==> config.mk <==
export PLATFORM = sky130hd
export DESIGN_NAME = ecc_page_packer
export DESIGN_NICKNAME = d
export VERILOG_FILES = /design/src/rtl/ecc_page_packer.sv
export SDC_FILE = /design/constraint.sdc
export NUM_CORES = 1
export LEC_CHECK = 0
export CORE_UTILIZATION = 55
export DETAILED_ROUTE_END_ITERATION = 16
export GPL_TIMING_DRIVEN = 0
export PLACE_DENSITY = 0.8
export SYNTH_ARGS = -nofsm -noshare
export SYNTH_HDL_FRONTEND = slang
export SYNTH_SLANG_ARGS = --single-unit
==> constraint.sdc <==
create_clock -name clk -period 4 [get_ports clk]
set_input_delay 1 -clock clk [delete_from_list [all_inputs] [get_ports clk]]
set_output_delay 1 -clock clk [all_outputs]
set_load 0.05 [all_outputs]
==> src/rtl/ecc_page_packer.sv <==
// Halfword-to-page packer in front of the ECC encoder: gathers up to eight
// 16-bit halfwords per page, pads short pages, and double-buffers against backpressure.
module ecc_page_packer #(
    parameter logic [15:0] PAD_VALUE = 16'h0000
) (
    input  logic         clk,
    input  logic         rst,
    input  logic         in_valid,
    output logic         in_ready,
    input  logic [15:0]  in_data,
    input  logic         in_last,
    output logic         page_valid,
    input  logic         page_ready,
    output logic [127:0] page_data,
    output logic [3:0]   page_len,
    output logic         page_padded,
    output logic [15:0]  page_count
);

    typedef enum logic {FILL, HOLD} state_t;

    state_t             state, state_nxt;
    logic [7:0][15:0]   fill_buf_p0;
    logic [2:0]         idx_p0;
    logic [3:0]         held_len_p0;

    logic [127:0]       page_data_p1;
    logic [3:0]         page_len_p1;
    logic               page_padded_p1;
    logic               vld_p1;
    logic [15:0]        page_cnt_p1;

    logic               in_hs, out_hs, or_free, complete;
    logic               load_fill, load_hold;
    logic [127:0]       page_asm;
    logic [3:0]         cur_len;

    // Slots below the write index come from the buffer, the write index takes
    // the incoming halfword, everything above it is padding.
    function automatic logic [127:0] pad_page(input logic [7:0][15:0] slots,
                                              input logic [2:0]        wr_idx,
                                              input logic [15:0]       wr_data);
        logic [127:0] p;
        p = '0;
        for (int s = 0; s < 8; s++) begin
            if (s < int'(wr_idx))
                p[16*s +: 16] = slots[s];
            else if (s == int'(wr_idx))
                p[16*s +: 16] = wr_data;
            else
                p[16*s +: 16] = PAD_VALUE;
        end
        return p;
    endfunction

    assign in_hs     = in_valid && in_ready;
    assign out_hs    = vld_p1 && page_ready;
    assign or_free   = !vld_p1 || page_ready;
    assign complete  = in_hs && ((idx_p0 == 3'd7) || in_last);
    assign load_fill = (state == FILL) && complete && or_free;
    assign load_hold = (state == HOLD) && or_free;
    assign page_asm  = pad_page(fill_buf_p0, idx_p0, in_data);
    assign cur_len   = {1'b0, idx_p0} + 4'd1;

    always_ff @(posedge clk) begin
        if (rst)
            state <= FILL;
        else
            state <= state_nxt;
    end

    always_comb begin
        state_nxt = state;
        case (state)
            FILL: if (complete && !or_free) state_nxt = HOLD;
            HOLD: if (or_free)              state_nxt = FILL;
            default:                        state_nxt = FILL;
        endcase
    end

    always_comb begin
        in_ready = (state == FILL);
    end

    // Stage p0: fill buffer; a page that cannot move on is frozen here already padded
    always_ff @(posedge clk) begin
        if (rst) begin
            fill_buf_p0 <= '0;
            idx_p0      <= '0;
            held_len_p0 <= '0;
        end else if (load_hold) begin
            idx_p0 <= '0;
        end else if (in_hs) begin
            if (complete) begin
                idx_p0 <= '0;
                if (!or_free) begin
                    fill_buf_p0 <= page_asm;
                    held_len_p0 <= cur_len;
                end
            end else begin
                fill_buf_p0[idx_p0] <= in_data;
                idx_p0              <= idx_p0 + 3'd1;
            end
        end
    end

    // Stage p1: output register handed to the ECC encoder
    always_ff @(posedge clk) begin
        if (rst) begin
            page_data_p1   <= '0;
            page_len_p1    <= '0;
            page_padded_p1 <= 1'b0;
            vld_p1         <= 1'b0;
        end else if (load_fill) begin
            page_data_p1   <= page_asm;
            page_len_p1    <= cur_len;
            page_padded_p1 <= (idx_p0 != 3'd7);
            vld_p1         <= 1'b1;
        end else if (load_hold) begin
            page_data_p1   <= fill_buf_p0;
            page_len_p1    <= held_len_p0;
            page_padded_p1 <= (held_len_p0 != 4'd8);
            vld_p1         <= 1'b1;
        end else if (out_hs) begin
            vld_p1 <= 1'b0;
        end
    end

    always_ff @(posedge clk) begin
        if (rst)
            page_cnt_p1 <= '0;
        else if (out_hs)
            page_cnt_p1 <= page_cnt_p1 + 16'd1;
    end

    assign page_valid  = vld_p1;
    assign page_data   = page_data_p1;
    assign page_len    = page_len_p1;
    assign page_padded = page_padded_p1;
    assign page_count  = page_cnt_p1;

endmodule

== Word level (Yosys, flattened, before mapping) ==
Cells that the tools add are included.

* Bits in latches: 0
* Register bits: 286
* Memory bits (writable): 0
* Bits in read-only memories: 0
* Memories kept: 0
* Bits of input ports: 21

* Div/mod/pow operators: 0
* Add/subtract/negate cells: 3
* Multiply operators: 0
* $lt $le $gt $ge: 9
* Multiplexer cells: 33
* Equal/unequal tests: 11
* Bitwise logic cells: 3
* Shifts and indexed selects: 0
* Reduce and logical (&&, ||, !) cells: 18

{| class="wikitable"
|+ Operators with widths
! kind !! number
|-
| 128-bit 2-to-1 mux || 4
|-
| 16-bit 2-to-1 mux || 16
|-
| 128-bit bitwise mux || 1
|-
| 16-bit demux with 3-bit select || 1
|-
| 16-bit by 1-bit adder with 16-bit output (second input constant) || 1
|-
| 3-bit == test (first input constant) || 4
|-
| 3-bit less-than comparator (first input constant) || 3
|-
| 1-bit logical AND || 8
|-
| 4-bit 2-to-1 mux || 2
|-
| 1-bit 2-to-1 mux || 7
|-
| 2-bit by 3-bit == test with 1-bit output (first input constant) || 2
|-
| 1-bit by 3-bit less-than comparator with 1-bit output (first input constant) || 2
|-
| 2-bit by 3-bit less-than comparator with 1-bit output (first input constant) || 2
|-
| 3-bit by 1-bit adder with 4-bit output (second input constant) || 1
|-
| 3-bit by 4-bit less-than comparator with 1-bit output (second input constant) || 1
|-
| 4-bit inequality test (second input constant) || 1
|-
| 4-bit AND reduction || 1
|-
| 3-bit by 1-bit adder with 3-bit output (second input constant) || 1
|-
| 1-bit by 3-bit == test with 1-bit output (first input constant) || 1
|-
| 3-bit == test (second input constant) || 1
|-
| 3-bit by 1-bit greater-or-equal comparator with 1-bit output (second input constant) || 1
|-
| 3-bit logical NOT || 1
|-
| 3-bit 2-to-1 mux || 1
|-
| 3-bit inequality test (second input constant) || 1
|-
| 9 further kinds || 13
|}

== Longest topological paths before layout ==
* Depth after elaboration: 6
* Gate-level depth with buffers: 12
* Depth with buffers taken out: 6

== Worst setup path after synthesis ==
OpenSTA, ideal clock, no wires.

* Path kind: reg-to-reg
* From: register idx_p0[1]
* To: register fill_buf_p0[6] (netlist name)
* Data required time: 3863 ps
* Cell stages (with the launch flop): 13
* Setup slack: 1549 ps
* Arrival: 2314 ps
* Setup time: 137 ps
* Buffers on the path: 6
* Cell sequence: dfxtp_1 buf_2 buf_2 clkbuf_1 inv_1 ha_1 buf_2 nor2b_1 buf_2 buf_4 mux2_2 a22oi_1 a211oi_1

* Cells in the longest elaborated chain, start to end: 6

{| class="wikitable"
|+ RTL lines
! element !! RTL line !! RTL
|-
| start: declaration || 24 || <nowiki>logic [2:0] idx_p0;</nowiki>
|-
| start signal: assignment || 102 || <nowiki>idx_p0 <= idx_p0 + 3'd1;</nowiki>
|-
| 3-bit by 4-bit less-than comparator with 1-bit output (implied by the code) / 3-bit by 1-bit greater-or-equal comparator with 1-bit output (equally long branches) || 101 || <nowiki>fill_buf_p0[idx_p0] <= in_data;</nowiki>
|-
| 1-bit logical AND (implied by the code) || 101 ||
|-
| 16-bit 2-to-1 mux (implied by the code) || 101 ||
|-
| 16-bit demux with 3-bit select || 101 ||
|-
| 128-bit bitwise mux || 101 ||
|-
| 128-bit 2-to-1 mux || 94 || <nowiki>if (complete) begin</nowiki>
|-
| end signal: assignment || 97 || <nowiki>fill_buf_p0 <= page_asm;</nowiki>
|-
| end signal: indexed assignment || 101 ||
|-
| end: declaration || 23 || <nowiki>logic [7:0][15:0] fill_buf_p0;</nowiki>
|}

Parallel ways exist; a longest one is shown, timed or not. The select of a mux whose other input is x is not followed.
A chain may end at the register's enable or synchronous reset.

== Worst setup path in the final report ==
* From: input port rst
* To: register page_data_p1[49] (netlist: page_data[49])

{| class="wikitable"
|+ RTL lines
! element !! RTL line !! RTL
|-
| start: declaration || 7 || <nowiki>input logic rst,</nowiki>
|-
| end signal: assignment || 115 || <nowiki>page_data_p1 <= page_asm;</nowiki>
|-
| end signal: assignment || 120 || <nowiki>page_data_p1 <= fill_buf_p0;</nowiki>
|-
| end: declaration || 27 || <nowiki>logic [127:0] page_data_p1;</nowiki>
|}

No word-level cell between the ends.

==> flow_summary.ini <==
[die]
initial_core_util_pct = 56.2
core_um2 = 23500
rows = 56
die_area_um2 = 24700
fp.dieW_um = 157
die_h_um = 157
io_pins = 172

[clocking]
path_clk_slew_ns = 0.06
cts_made_buffers = 30
cts_resized = 0
insertion_delay_ns = 0.56
cts_tree = built
cts-root-buf = clkbuf_16
cts_buffer_depth = 3
cts-hold-fix-buffers = 0
cts.sinks = 286
cts_setup_buffers = 0
htree_levels = 1

[sta]
hold-worst-slack_ns = 0.454
period_share_pct = 83.3
finalHoldViolCount = 0
setup_viol_count_final = 0
timing.final.max_slew_violations = 0
setup_tns_ns = 0
worst_slew_pin_slew_ns = 1.19
clock_skew_ns = 0.0138
fmax_ghz = 0.300
finalCriticalPeriod_ns = 3.33
maxSlewHeadroom_pct = 20.8
rsz0062_at_grt = no

[route]
detail_route.drc_violations = 0
detail_route.wl_per_cell_um = 23.4
drt_pass1_iterations = 9
postRouteAntennaNets = 0
drtIter0Drc = 1755
routed_wl_um = 48100
vias = 13631
via_per_inst = 6.61

[yosys]
ys_ff_latch = 286
yosysSeqAreaShare_pct = 43.3
yosysWarnings = 0
ys.flop_type = dfxtp_1
syn_area_um2 = 13200
synth_cell_types = 61
synthArstFlopShare_pct = 0
synth_edf_count = 0
synthCells = 1519
syn-num-nets = 1547
synth.avg_cell_area_um2 = 8.71

[placed_design]
place_area_um2 = 15300
place_congestion = 0.985
port_buffers = 171
dp_hpwl_um = 32400

[power_and_ir_drop]
power.leakage_uw = 0.00538
irDropWorstVdd_mv = 0.306
power.total_uw = 6450
power_density_nw_per_um2 = 396

[grt]
grt-ovfl-total = 0
grt_max_degree = 15
grt.total_usage_pct = 38.1
grt_pass1_wl_um = 72000
grt_pass1_vias = 12443
antenna_found_initial = 0

[cells_and_area]
drive_gt1_share_pct = 10.4
area_delta_synth_final_pct = 23.3
final_cell_area_um2 = 16300
layout_common_cells = dfxtp_1 (286), a21oi_1 (173), clkdlybuf4s50_1 (171)
antenna_cells = 0
num-nets-final = 1750
final_common_cell = dfxtp_1

[critical_path]
crit_arrival_ns = 3.74
end_kind = flop
crit_type = in -> reg
r2r_setup_slack_ns = 0.71
crit_path_start_kind = primary input
worstPathMaxFanout = 10
critPathRequiredTime_ns = 4.41

[outcome]
outcome = finished, final reports clean

[worst_hold_path]
hp-class = reg -> reg

[flow_run]
max_cap_viol_count = 0
worst max-delay path: stages:
cell and delay [ns]:
clkdlybuf4s50_1 0.63, buf_2 0.37, buf_2 0.31, clkbuf_1 0.75, clkbuf_1 0.59, a21oi_1 0.09
power breakdown:
group	internal, µW	leakage (µW)	switching, µW
clock	1630	0.000471	1170
combinational	198	0.00259	492
sequential	2920	0.00232	48.5
total	4740	0.00538	1710
synthesized netlist by cell type, drive strengths merged (2+ instances only):
library cell / count / area [µm²]
dfxtp: 286 / 5730
a21oi: 183 / 968
nand3: 152 / 761
a22oi: 141 / 1060
nand2: 122 / 458
buf: 93 / 520
clkbuf: 77 / 289
o21ai: 69 / 357
a211oi: 67 / 566
a22o: 48 / 420
nor2: 43 / 174
a31oi: 33 / 213
a221o: 32 / 320
inv: 23 / 86.3
mux2: 21 / 236
nor2b: 21 / 131
mux2i: 18 / 180
o21a: 16 / 120
nor3: 13 / 90.1
ha: 7 / 87.6
a311oi: 6 / 52.6
xnor2: 6 / 52.6
nand4: 4 / 25.0
nor4: 4 / 37.5
xor2: 4 / 35.0
nand2b: 3 / 18.8
or3: 3 / 23.8
and2: 2 / 12.5
and2b: 2 / 20.0
and3: 2 / 12.5
nor4b: 2 / 17.5
or2: 2 / 12.5
stage by stage:
stage / instances / utilization [%] / setup WS (ns)
2_1_floorplan: 1519 / - / 1.55
3_3_place_gp: 2009 / 65.1 / 0.286
3_5_place_dp: 2009 / 65.1 / 0.279
4_1_cts: 2061 / 69.3 / 0.834
5_1_grt: 2061 / 69.3 / 0.623
6_report: 2061 / 69.3 / 0.667
layer usage:
layer	part of all wire (%)	track usage [%]	vias to the layer above
li1	-	-	6073
met1	39	51.7	6434
met2	42	56.5	964
met3	13	9.22	160
met4	5.0	18.6	0
met5	0	0	-
sequential cells by signal, indices dropped and copies added (netlist names):
signal and flops:
page_valid 1, state 1, page_padded 1, idx_p0 3, fill_buf_p0 128, page_len 4
page_data 128, page_count 16, held_len_p0 4
final cells by class:
type                       count  area, µm²
clock buffer                  43        871
buffer                       170        810
sequential                   286       5730
inverter                      23       86.3
fill                        1935       7230
clock inverter                 9        103
multi-input combinational   1040       6600
tap                          319        399
timing repair buffer         171       1710
logic make-up after synthesis:
group | after synthesis | synth area share (%)
AOI/OAI and AO/OA | 604 | 31.6
xor gates and xnor gates | 10 | 0.662
adders and majority gates | 7 | 0.662
buffers and inverters | 193 | 6.77
DFF | 286 | 43.3
muxes | 39 | 3.15
and+or+nand+nor | 380 | 13.9
final timing paths:
| kind | startpoint | cells past startpoint | endpoint |
|---|---|---|---|
| setup reg to reg | idx_p0[1] | 12 | page_data[10] |
| hold / removal | fill_buf_p0[114] | 2 | fill_buf_p0[114] |
| hold reg to reg | fill_buf_p0[114] | 2 | fill_buf_p0[114] |
| setup / recovery | rst | 6 | page_data[49] |
Note: power is estimated with default switching activity, not from simulation.
